### config.mk
export PLATFORM = sky130hd
export DESIGN_NAME = comparator_bist
export DESIGN_NICKNAME = d
export VERILOG_FILES = /design/src/rtl/cmp_pkg.sv /design/src/rtl/cmp_ref_model.sv /design/src/rtl/comparator_bist.sv
export SDC_FILE = /design/constraint.sdc
export NUM_CORES = 1
export LEC_CHECK = 0
export BUFFER_PORTS_ARGS = -buffer_cell sky130_fd_sc_hd__buf_2
export CORE_MARGIN = 1
export CORE_UTILIZATION = 53
export DETAILED_ROUTE_END_ITERATION = 10
export PLACE_DENSITY_LB_ADDON = 0.1
export SLEW_MARGIN = 5
export SYNTH_ARGS = -nofsm -noshare
export SYNTH_HDL_FRONTEND = slang
export SYNTH_HIERARCHICAL = 1
export SYNTH_SLANG_ARGS = --single-unit
### constraint.sdc
create_clock -name clk -period 2.4 [get_ports clk]
set_input_delay 0.24 -clock clk [delete_from_list [all_inputs] [get_ports clk]]
set_output_delay 0.24 -clock clk [all_outputs]
set_load 0.1 [all_outputs]
### src/rtl/cmp_pkg.sv
`default_nettype none
// ============================================================================
// Module  : cmp_pkg
// Purpose : Shared types and constants for the magnitude comparator and its
//           built-in self-test driver (FSM states, one-hot result codes).
// Revision: 1.0 - initial release
// ============================================================================
package cmp_pkg;

  // Sweep controller states
  typedef enum logic [1:0] {
    IDLE   = 2'd0,
    SETTLE = 2'd1,
    CHECK  = 2'd2,
    DONE   = 2'd3
  } state_t;

  // One-hot comparator result, bit order {A>B, A==B, A<B} = {o3, o2, o1}
  localparam logic [2:0] CMP_LT = 3'b001;
  localparam logic [2:0] CMP_EQ = 3'b010;
  localparam logic [2:0] CMP_GT = 3'b100;

endpackage
`default_nettype wire

### src/rtl/cmp_ref_model.sv
`default_nettype none
// ============================================================================
// Module  : cmp_ref_model
// Purpose : Combinational WIDTH-bit unsigned reference comparator producing
//           the one-hot {gt, eq, lt} result the DUT is expected to return.
// Revision: 1.0 - initial release
// ============================================================================
module cmp_ref_model
  import cmp_pkg::*;
#(
  parameter int WIDTH = 1
) (
  input  logic [WIDTH-1:0] a,
  input  logic [WIDTH-1:0] b,
  output logic [2:0]       result
);

  // Unsigned magnitude compare mapped onto the one-hot result codes
  always_comb begin
    result = CMP_EQ;
    if (a < b) begin
      result = CMP_LT;
    end else if (a > b) begin
      result = CMP_GT;
    end
  end

endmodule
`default_nettype wire

### src/rtl/comparator_bist.sv
`default_nettype none
// ============================================================================
// Module  : comparator_bist
// Purpose : Exhaustive stimulus/checker for a WIDTH-bit magnitude comparator.
//           Sweeps every {A,B} pair, holds each for SETTLE_CYCLES, samples
//           o1/o2/o3 in a single CHECK cycle, and reports pass, an error
//           count and the first failing vector.
// Revision: 1.0 - initial release
// ============================================================================
module comparator_bist
  import cmp_pkg::*;
#(
  parameter int WIDTH         = 1,
  parameter int SETTLE_CYCLES = 2
) (
  input  logic               clk,
  input  logic               rst_n,
  input  logic               start,
  output logic [WIDTH-1:0]   a_out,
  output logic [WIDTH-1:0]   b_out,
  input  logic               o1_in,
  input  logic               o2_in,
  input  logic               o3_in,
  output logic               busy,
  output logic               done,
  output logic               pass,
  output logic [2*WIDTH:0]   err_count,
  output logic [WIDTH-1:0]   fail_a,
  output logic [WIDTH-1:0]   fail_b
);

  localparam int VEC_W = 2 * WIDTH;
  localparam int ERR_W = 2 * WIDTH + 1;
  localparam int CNT_W = (SETTLE_CYCLES > 1) ? $clog2(SETTLE_CYCLES) : 1;
  localparam logic [CNT_W-1:0] SETTLE_LAST = CNT_W'(SETTLE_CYCLES - 1);

  state_t             state, state_nxt;
  logic [VEC_W-1:0]   vec, vec_nxt;
  logic [CNT_W-1:0]   settle_cnt, settle_cnt_nxt;
  logic [ERR_W-1:0]   err_nxt;
  logic [WIDTH-1:0]   fail_a_nxt, fail_b_nxt;
  logic [2:0]         expected;
  logic               mismatch;

  // The vector counter is the operand register: {A,B} go straight to the DUT
  assign a_out = vec[VEC_W-1:WIDTH];
  assign b_out = vec[WIDTH-1:0];

  cmp_ref_model #(
    .WIDTH (WIDTH)
  ) u_ref (
    .a      (a_out),
    .b      (b_out),
    .result (expected)
  );

  // Any deviation from the one-hot expectation (incl. multi-hot / all-zero)
  assign mismatch = ({o3_in, o2_in, o1_in} != expected);

  // Next-state and datapath update for the sweep controller
  always_comb begin
    state_nxt      = state;
    vec_nxt        = vec;
    settle_cnt_nxt = settle_cnt;
    err_nxt        = err_count;
    fail_a_nxt     = fail_a;
    fail_b_nxt     = fail_b;
    case (state)
      IDLE, DONE: begin
        if (start) begin
          state_nxt      = SETTLE;
          vec_nxt        = '0;
          settle_cnt_nxt = '0;
          err_nxt        = '0;
          fail_a_nxt     = '0;
          fail_b_nxt     = '0;
        end
      end
      SETTLE: begin
        if (settle_cnt == SETTLE_LAST) begin
          state_nxt      = CHECK;
          settle_cnt_nxt = '0;
        end else begin
          settle_cnt_nxt = settle_cnt + CNT_W'(1);
        end
      end
      CHECK: begin
        if (mismatch) begin
          // At most 2^(2*WIDTH) errors fit in ERR_W bits, so no wrap occurs
          err_nxt = err_count + ERR_W'(1);
          if (err_count == '0) begin
            fail_a_nxt = a_out;
            fail_b_nxt = b_out;
          end
        end
        if (&vec) begin
          state_nxt = DONE;
        end else begin
          vec_nxt   = vec + VEC_W'(1);
          state_nxt = SETTLE;
        end
      end
      default: state_nxt = IDLE;
    endcase
  end

  // State and output registers; status flags derive from the next state
  always_ff @(posedge clk) begin
    if (!rst_n) begin
      state      <= IDLE;
      vec        <= '0;
      settle_cnt <= '0;
      err_count  <= '0;
      fail_a     <= '0;
      fail_b     <= '0;
      busy       <= 1'b0;
      done       <= 1'b0;
      pass       <= 1'b0;
    end else begin
      state      <= state_nxt;
      vec        <= vec_nxt;
      settle_cnt <= settle_cnt_nxt;
      err_count  <= err_nxt;
      fail_a     <= fail_a_nxt;
      fail_b     <= fail_b_nxt;
      busy       <= (state_nxt == SETTLE) || (state_nxt == CHECK);
      done       <= (state_nxt == DONE);
      pass       <= (state_nxt == DONE) && (err_nxt == '0);
    end
  end

endmodule
`default_nettype wire

# Word-level counts from Yosys, hierarchy flattened
# Index checks and enable logic that the tools add are counted.
[totals]
reg_bits = 13
in_bits = 6
out_inout_bits = 10
elab_cells = 58
[classes]
addsub = 3
order_cmp = 2
eq_ne = 11
n_mux = 21
n_reduce_logical = 12
[op_table]
columns = ["op", "count"]
rows = [
  ["3-bit 2-to-1 mux", 4],
  ["2-bit 2-to-1 mux", 5],
  ["2-bit == test, second input constant", 4],
  ["2-bit inequality test, second input constant", 4],
  ["3-bit zero test", 2],
  ["1-bit 2-to-1 mux", 6],
  ["1-bit one-hot mux with 2 select lines", 3],
  ["2-bit one-hot mux with 3 select lines", 1],
  ["3-bit one-hot mux with 2 select lines", 1],
  ["2-bit by 1-bit == test with 1-bit output, second input constant", 2],
  ["2-bit one-hot mux with 2 select lines", 1],
  ["2-bit AND reduction", 2],
  ["4-bit AND reduction", 1],
  ["2-bit nonzero test", 2],
  ["3-bit by 1-bit adder with 3-bit output, second input constant", 1],
  ["3-bit inequality test", 1],
  ["3-bit AND reduction", 1],
  ["2-bit by 1-bit adder with 2-bit output, second input constant", 1],
  ["2-bit zero test", 1],
  ["2-bit OR reduction", 1],
  ["1-bit adder, second input constant", 1],
  ["1-bit greater-than comparator", 1],
  ["1-bit logical AND", 1],
  ["1-bit logical OR", 1],
  ["1-bit < comparator", 1],
]

# Longest topological paths before layout
# Gate-level depths: netlist of run 1.
[depth]
word_depth = 8
mapped_depth = 9
mapped_depth_nobuf = 9

# By module
# The synthesis of run 1 kept the hierarchy.
[by_module_without_submodules]
columns = ["module", "instances", "cells_per_inst", "area_per_inst_um2", "seq_area_each_um2"]
rows = [
  ["comparator_bist", 1, 93, 800.8, 260.2],
  ["cmp_ref_model", 1, 4, 32.5, 0.0],
]

# Least setup slack after synthesis of run 1
# OpenSTA, ideal clock, no wires.
[synth_path]
kind = "flip-flop to flip-flop"
startpoint = "reg vec[1]"
endpoint = "reg err_count[0]"
setup_ns = 0.116
t_arrival_ns = 2.313
t_required_ns = 2.284
setup_slack_ns = -0.029
stages_incl_launch_ff = 7
path_buffers = 0
synth_period_minus_slack_ns = 2.429
cell_sequence = "dfxtp_1 inv_1 ha_1 xnor2_1 and3_4 o311ai_2 and2_2"
[synth_between]
elab_chain_cells = 6
word_cells_on_any_way = 7
classes_between = "order compare (2); eq/ne (1); mux (4)"
[synth_rtl]
columns = ["item", "line_no", "source"]
rows = [
  ["start, declared", "comparator_bist.sv:38", "logic [VEC_W-1:0] vec, vec_nxt;"],
  ["start signal, assigned", "comparator_bist.sv:121", "vec <= vec_nxt;"],
  ["1-bit greater-than comparator", "cmp_ref_model.sv:23", "end else if (a > b) begin"],
  ["3-bit 2-to-1 mux", "cmp_ref_model.sv:23", ""],
  ["3-bit 2-to-1 mux *", "cmp_ref_model.sv:21", "if (a < b) begin"],
  ["named net expected[1]", "comparator_bist.sv:42", "logic [2:0] expected;"],
  ["3-bit inequality test *", "comparator_bist.sv:58", "assign mismatch = ({o3_in, o2_in, o1_in} != expected);"],
  ["3-bit 2-to-1 mux *", "comparator_bist.sv:88", "if (mismatch) begin"],
  ["3-bit one-hot mux with 2 select lines *", "comparator_bist.sv:68", "case (state)"],
  ["end signal, assigned", "comparator_bist.sv:123", "err_count <= err_nxt;"],
  ["end, declared", "comparator_bist.sv:27", "output logic [2*WIDTH:0] err_count,"],
]
# Mark *: on every way through the listed nets, which the timed path passes. The rest lies on a longest branch.
# A chain may end at the register's enable or synchronous reset.

# Worst setup path after layout of run 1
[layout_path]
startpoint = "reg state[0]"
endpoint = "reg pass"
[layout_between]
elab_chain_cells = 5
word_cells_on_any_way = 12
classes_between = "eq/ne (4); mux (4); reduce/logical (4)"
[layout_rtl]
columns = ["item", "line_no", "source"]
rows = [
  ["start, declared", "comparator_bist.sv:37", "state_t state, state_nxt;"],
  ["start signal, assigned", "comparator_bist.sv:120", "state <= state_nxt;"],
  ["2-bit == test or 2-bit zero test (tied branches)", "comparator_bist.sv:68", ""],
  ["2-bit OR reduction", "comparator_bist.sv:68", ""],
  ["2-bit one-hot mux with 3 select lines *", "comparator_bist.sv:68", ""],
  ["named net state_nxt[0]", "comparator_bist.sv:37", ""],
  ["2-bit == test *", "comparator_bist.sv:128", "pass <= (state_nxt == DONE) && (err_nxt == '0);"],
  ["1-bit logical AND *", "comparator_bist.sv:128", ""],
  ["end signal, assigned", "comparator_bist.sv:128", ""],
  ["end, declared", "comparator_bist.sv:26", "output logic pass,"],
]
# Marked as above.

==> results.md, run 1 <==
- Comb power frac: 0.231
- Register area share after synthesis: 0.312
- Remaining DRCs: 0
- CP dominant cell by count: ha_1
- 1st-pass router iterations: 3
- Switching share of total power: 0.326
- GPL Wtd Cong: 0.794
- Chip width: between 40 and 50 um
- Most frequent cells in the layout: 15 x buf_2, 11 x dfxtp_1, 9 x o21ai_0
- Sequential cell area: 263 um^2
- Power Dens Cells: between 500 and 600 nW/um^2
- Multi-input logic area: between 500 and 600 um^2
- ANT nets after route: 0
- Die H: between 40 and 50 um
- Static Leak: 0.404 nW
- H-tree depth: 1
- FMAX: around 470 MHz
- Site Rows: 13
- I/O Pins: 16
- Worst reg2reg startpoint: state[0]
- Clk slew on worst S/H paths: 0.09 ns
- Post-synth top area cell: dfxtp_1
- Max incr delay on CP: approximately 0.52 ns
- Final hold vios: 0
- Synth Area per Inst: around 8.6 um^2
- Max-slew violations: 0
- Clock Skews: between 0.006 and 0.007 ns
- Drt total wl: 1520 um
- Worst Path Max Fanout: 10
- Core area: between 1000 and 1500 um^2
- Async set or reset register ratio after synthesis: 0
- Hold_sp: rst_n
- Cts hold-fix bufs: 0
- Worst setup EP type: flop
- Commonest non-fill, non-tap cell in the layout: buf_2
- Crit Path Category: flop to flop
- Final setup viols: 0
- Clock power share: 0.289
- Root Buffer: clkbuf_4
- Worst Path Arrival: 2.29 ns
- Total grt overflow: 0
- Setup TNS Final: 0 ns
- Mapped cell area: 833 um^2
- Post-DP HPWL: 1180 um
- Flops & latches, synth: 13
- Worst-Margin Slew: approximately 0.59 ns
- Largest net degree at the start of global routing: 16
- Post-placement cell count: roughly 130
- R2R Setup Slk: 0.28 ns
- First-pass GRT wire length: 2740 um
- Die area: ~1700 um^2
- Fraction of layout cells with a size suffix above 1: 0.246
- Ratio of final minimum period to clock period: 0.885
- Largest Register: err_count
- Crit path max-delay cell type: nor2b_1
- Area contributors post-synth: dfxtp_1 31%, ha_1 12%, o21ai_0 5.4%
- Worst hold path type: input port to flop
- Diode count: 0
- Crit path time final: 2.12 ns
- Filler cells: between 100 and 150
- Biggest regs: err_count (3), state (2), vec (2)
- Clock Latency Late Sink: roughly 0.28 ns
- Crit-path cells: inv_1 > ha_1 > nor2b_1 > a22oi_1 > ha_1 > and2_1 > nand3_1 > nor4_2
- Power share of the sequential group: 0.480
- Top FF cell, synth: dfxtp_1
- Synth Warn #: 6
- Startpoint type of the worst setup path: flop
- Post-CTS Setup Inserts: 0
- Max-Cap Viols: 0
- Nets: about 130
- Number of synthesized flops with an enable pin: 0
- Via count: between 700 and 800
- TritonCTS buffer count: 3
- CTS tree: built
- Internal power: about 0.32 mW
- Cell variety after synth: 33
- Initial antenna violation count: 0
- Vias in the first global route: 646
- Vias per Instance: between 5 and 6
- Syn nets: roughly 110
- Mapped Cells: 97
- Clk buf depth: 2
- # resized after CTS: 0
- Clock tree sinks: 13
- Area growth from synthesis to layout: 13.4%
- Iter 0 DRT Violations: 8
- Psw: approximately 0.16 mW
- Slew headroom: 0.609
- Share of the synthesized area in the top cell type: 0.312
- Status: finished clean
- Finished Layout Cells: approximately 130
- Total track usage: 0.202
- Worst EP required: between 2 and 3 ns
- Max VDD drop: 0.451 mV
- RSZ-0062 raised after global routing: no
- Port-buffer cells: 15
- Critical path origin: state[0]
- Number of flip-flops in the largest register: 3
- Starting Density: 0.603
- Routed WL per cell: 11.8 um
-- Yosys cell counts, types with 2 or more instances --
cell type / instances
dfxtp_1: 13
o21ai_0: 9
ha_1: 8
inv_1: 8
and2_1: 6
nand2_1: 6
a21oi_1: 5
nand2b_1: 5
nor2_1: 5
nor2b_1: 3
a31oi_1: 2
mux2i_1: 2
nand3b_1: 2
nand4_1: 2
o21a_1: 2
xnor2_1: 2
-- power groups by stage --
stage	sequential, mW	combinational, mW	clock, mW
3_3_place_gp	0.233	0.108	0
6_report	0.228	0.110	0.138
3_5_place_dp	0.234	0.110	0
5_1_grt	0.230	0.123	0.152
4_1_cts	0.229	0.111	0.139
2_1_floorplan	0.261	0.0635	0
-- critical path: cells and delay by family, from the launching register on --
kind            cells  cell delay, ns
fa+ha+maj           2            0.62
flops               1            0.36
simple gates        4            0.79
buf+inv             1            0.06
compound gates      1            0.17
-- area by class of cell --
cell class,instances,area share
inverters,8,0.0318
clock inverters,1,0.00530
multi-input cells,74,0.562
repair buffers,15,0.0795
well taps,15,0.0199
clock buffers,3,0.0238
flip-flops and latches,13,0.278
-- final timing paths --
path / to / depth (start not counted)
worst max register to register: pass / 8
worst min register to register: fail_a / 2
worst min-delay path: err_count[1] / 2
worst max-delay path: pass / 8
-- metrics by stage --
stage / worst slack [ns] / area (um^2) / hold slack [ns] / total power [mW] / util
after floorplan: 0.328 / 836 / 0.358 / 0.324 / -
after global placement: 0.376 / 917 / 0.462 / 0.342 / 0.663
after detailed placement: 0.284 / 917 / 0.470 / 0.344 / 0.663
after CTS: 0.258 / 945 / 0.240 / 0.479 / 0.683
after global routing: 0.0114 / 945 / 0.249 / 0.505 / 0.683
final: 0.276 / 945 / 0.242 / 0.476 / 0.683
-- layer usage --
metal | wire (um) | GRT usage
met4 | 31 | 0.0968
met3 | 39 | 0.0391
met1 | 772 | 0.270
met2 | 680 | 0.309
met5 | 0 | 0
-- kinds of logic (layout without fill, tap and decap cells) --
kind of cell	count (synthesis)	in the layout	synth area share
buffers and inverters	10	27	0.0511
AOI/OAI and AO/OA	24	24	0.185
muxes	2	2	0.0240
DFF	13	13	0.312
and+or+nand+nor	37	37	0.267
xor gates and xnor gates	3	3	0.0405
adders and majority gates	8	8	0.120
No activity file was read; power rests on OpenSTA's default activity.
==> run 2: changes to the inputs <==
--- a/config.mk
+++ b/config.mk
@@ -9,7 +9,7 @@
 export CORE_MARGIN = 1
 export CORE_UTILIZATION = 53
 export DETAILED_ROUTE_END_ITERATION = 10
-export PLACE_DENSITY_LB_ADDON = 0.1
+export PLACE_DENSITY = 0.77
 export SLEW_MARGIN = 5
 export SYNTH_ARGS = -nofsm -noshare
 export SYNTH_HDL_FRONTEND = slang
==> results.md, run 2 (synthesis gave the netlist of run 1 again) <==
- Clk buf depth: 2 (unchanged)
- Setup TNS Final: 0 ns (unchanged)
- Clock tree sinks: 13 (unchanged)
- Diode count: 0 (unchanged)
- Worst Setup EP: pass (unchanged)
- CP dominant cell by count: ha_1 (unchanged)
- ANT nets after route: 0 (unchanged)
- Commonest non-fill, non-tap cell in the layout: buf_2 (unchanged)
- Worst Path Max Fanout: 10 (unchanged)
- Power share of the sequential group: 0.472 (was 0.480)
- First-pass GRT wire length: 2790 um (was 2740 um)
- Crit-path cells: inv_1 > ha_1 > nor2b_1 > a22oi_1 > ha_1 > and2_1 > nand3_1 > nor4_2 (unchanged)
- Total track usage: 0.210 (was 0.202)
- Filler cells: 115 (was 128)
- Initial antenna violation count: 0 (unchanged)
- Delay-heaviest family, CP: simple AND/OR/NAND/NOR gates (unchanged)
- Area growth from synthesis to layout: 13.4% (unchanged)
- Psw: 0.163 mW (was 0.155 mW)
- R2R Setup Slk: 0.30 ns (was 0.28 ns)
- FMAX: 475 MHz (was 471 MHz)
- Root Buffer: clkbuf_4 (unchanged)
- Starting Density: 0.603 (unchanged)
- Drt total wl: 1600 um (was 1520 um)
- Worst EP required: 2.57 ns (about the same)
- Chip width: 41.7 um (unchanged)
- Clock Skews: 0.00541 ns (was 0.00695 ns)
- Max VDD drop: 0.454 mV (was 0.451 mV)
- Switching share of total power: 0.337 (was 0.326)
- Sequential cell area: 263 um^2 (unchanged)
- GPL Wtd Cong: 0.777 (was 0.794)
- Final hold vios: 0 (unchanged)
- Internal power: 0.321 mW (about the same)
- Post-DP HPWL: 1190 um (was 1180 um)
- CTS tree: built (unchanged)
- TritonCTS buffer count: 3 (unchanged)
- Total grt overflow: 0 (unchanged)
- Max-slew violations: 0 (unchanged)
- Status: finished clean (unchanged)
- 1st-pass router iterations: 4 (was 3)
- Power Dens Cells: 512 nW/um^2 (was 504 nW/um^2)
- Worst slack, placed: 0.317 ns (was 0.284 ns)
- Crit Path Category: flop to flop (unchanged)
- Die area: 1730 um^2 (unchanged)
- Core area: 1380 um^2 (unchanged)
- Crit path buf inv count: 1 (unchanged)
- Multi-input logic area: 531 um^2 (unchanged)
- Port-buffer cells: 15 (unchanged)
- RSZ-0062 raised after global routing: no (unchanged)
- Worst reg2reg startpoint: state[0] (unchanged)
- Worst Path Arrival: 2.28 ns (was 2.29 ns)
- Die H: 41.7 um (unchanged)
- Finished Layout Cells: 129 (unchanged)
- Ratio of final minimum period to clock period: 0.876 (was 0.885)
- Routed WL per cell: 12.4 um (was 11.8 um)
- Comb power frac: 0.229 (was 0.231)
- Clock Latency Late Sink: 0.29 ns (was 0.28 ns)
- Startpoint type of the worst setup path: flop (unchanged)
- Max-Cap Viols: 0 (unchanged)
- Vias in the first global route: 642 (was 646)
- Clk slew on worst S/H paths: 0.09 ns (about the same)
- # resized after CTS: 0 (unchanged)
- Vias per Instance: 5.52 (was 5.49)
- Site Rows: 13 (unchanged)
- Crit path depth: 8 (unchanged)
- Post-CTS Setup Inserts: 0 (unchanged)
- Final setup viols: 0 (unchanged)
- Iter 0 DRT Violations: 4 (was 8)
- Largest net degree at the start of global routing: 16 (unchanged)
- Critical path origin: state[0] (unchanged)
- Final worst slack: 0.297 ns (was 0.276 ns)
- Cts hold-fix bufs: 0 (unchanged)
- Clock power share: 0.299 (was 0.289)
- Crit path max-delay cell type: nor2b_1 (unchanged)
- Slew headroom: 0.626 (was 0.609)
- Fraction of layout cells with a size suffix above 1: 0.246 (unchanged)
- Most frequent cells in the layout: 15 x buf_2, 11 x dfxtp_1, 9 x o21ai_0 (unchanged)
- Worst-Margin Slew: 0.560 ns (was 0.586 ns)
- Crit path time final: 2.10 ns (was 2.12 ns)
- Biggest regs: err_count (3), state (2), vec (2) (unchanged)
- Static Leak: 0.404 nW (unchanged)
- Via count: 712 (was 708)
- Number of flip-flops in the largest register: 3 (unchanged)
- H-tree depth: 1 (unchanged)
- Reg-to-Reg End: pass (unchanged)
- R2r worst-path depth: 8 (unchanged)
- Worst hold path type: input port to flop (unchanged)
- Worst setup EP type: flop (unchanged)
- Max incr delay on CP: 0.51 ns (was 0.52 ns)
- Post-placement cell count: 125 (unchanged)
- Nets: 129 (unchanged)
- Remaining DRCs: 0 (unchanged)
- Largest Register: err_count (unchanged)
- I/O Pins: 16 (unchanged)
## run 2: worst register-to-register path: cells and delay by family, from the launching register on
kind | cells | cell delay (ns)
compound gates | 1 | 0.17
buf+inv | 1 | 0.06
simple gates | 4 | 0.78
flops | 1 | 0.36
fa+ha+maj | 2 | 0.62
## run 2: per-stage QoR
stage / power (mW) / area [um^2] / hold WS [ns] / utilization
4_1_cts: 0.488 / 945 / 0.229 / 0.683
2_1_floorplan: 0.324 / 836 / 0.358 / -
5_1_grt: 0.505 / 945 / 0.233 / 0.683
3_3_place_gp: 0.342 / 917 / 0.465 / 0.663
6_report: 0.484 / 945 / 0.232 / 0.683
3_5_place_dp: 0.343 / 917 / 0.469 / 0.663
## run 2: worst min-delay path by stage
| stage | start | to | depth (start not counted) |
|---|---|---|---|
| 2_1_floorplan | rst_n | err_count[1] | 1 |
| 3_3_place_gp | fail_a | fail_a | 2 |
| 3_5_place_dp | fail_b | fail_b | 2 |
| 4_1_cts | rst_n | err_count[2] | 2 |
| 5_1_grt | rst_n | err_count[2] | 2 |
| 6_report | rst_n | err_count[2] | 2 |
## run 2: power groups by stage
| stage | Clock, mW | Combinational [mW] | Sequential, mW |
|---|---|---|---|
| floorplan | 0 | 0.0635 | 0.261 |
| global placement | 0 | 0.108 | 0.233 |
| detailed placement | 0 | 0.110 | 0.234 |
| CTS | 0.149 | 0.111 | 0.228 |
| global route | 0.153 | 0.122 | 0.230 |
| finish | 0.145 | 0.111 | 0.228 |
## run 2: layer usage
| layer | GRT usage | wire (um) | part of all wire |
|---|---|---|---|
| met1 | 0.245 | 750 | 0.47 |
| met2 | 0.344 | 764 | 0.48 |
| met3 | 0.0696 | 52 | 0.033 |
| met4 | 0.0968 | 31 | 0.019 |
| met5 | 0 | 0 | 0 |
## run 2: cell type report
| type | instances | area share |
|---|---|---|
| multi-input combinational | 74 | 0.562 |
| inverter | 8 | 0.0318 |
| clock inverter | 1 | 0.00530 |
| clock buffer | 3 | 0.0238 |
| tap | 15 | 0.0199 |
| sequential | 13 | 0.278 |
| timing repair buffer | 15 | 0.0795 |
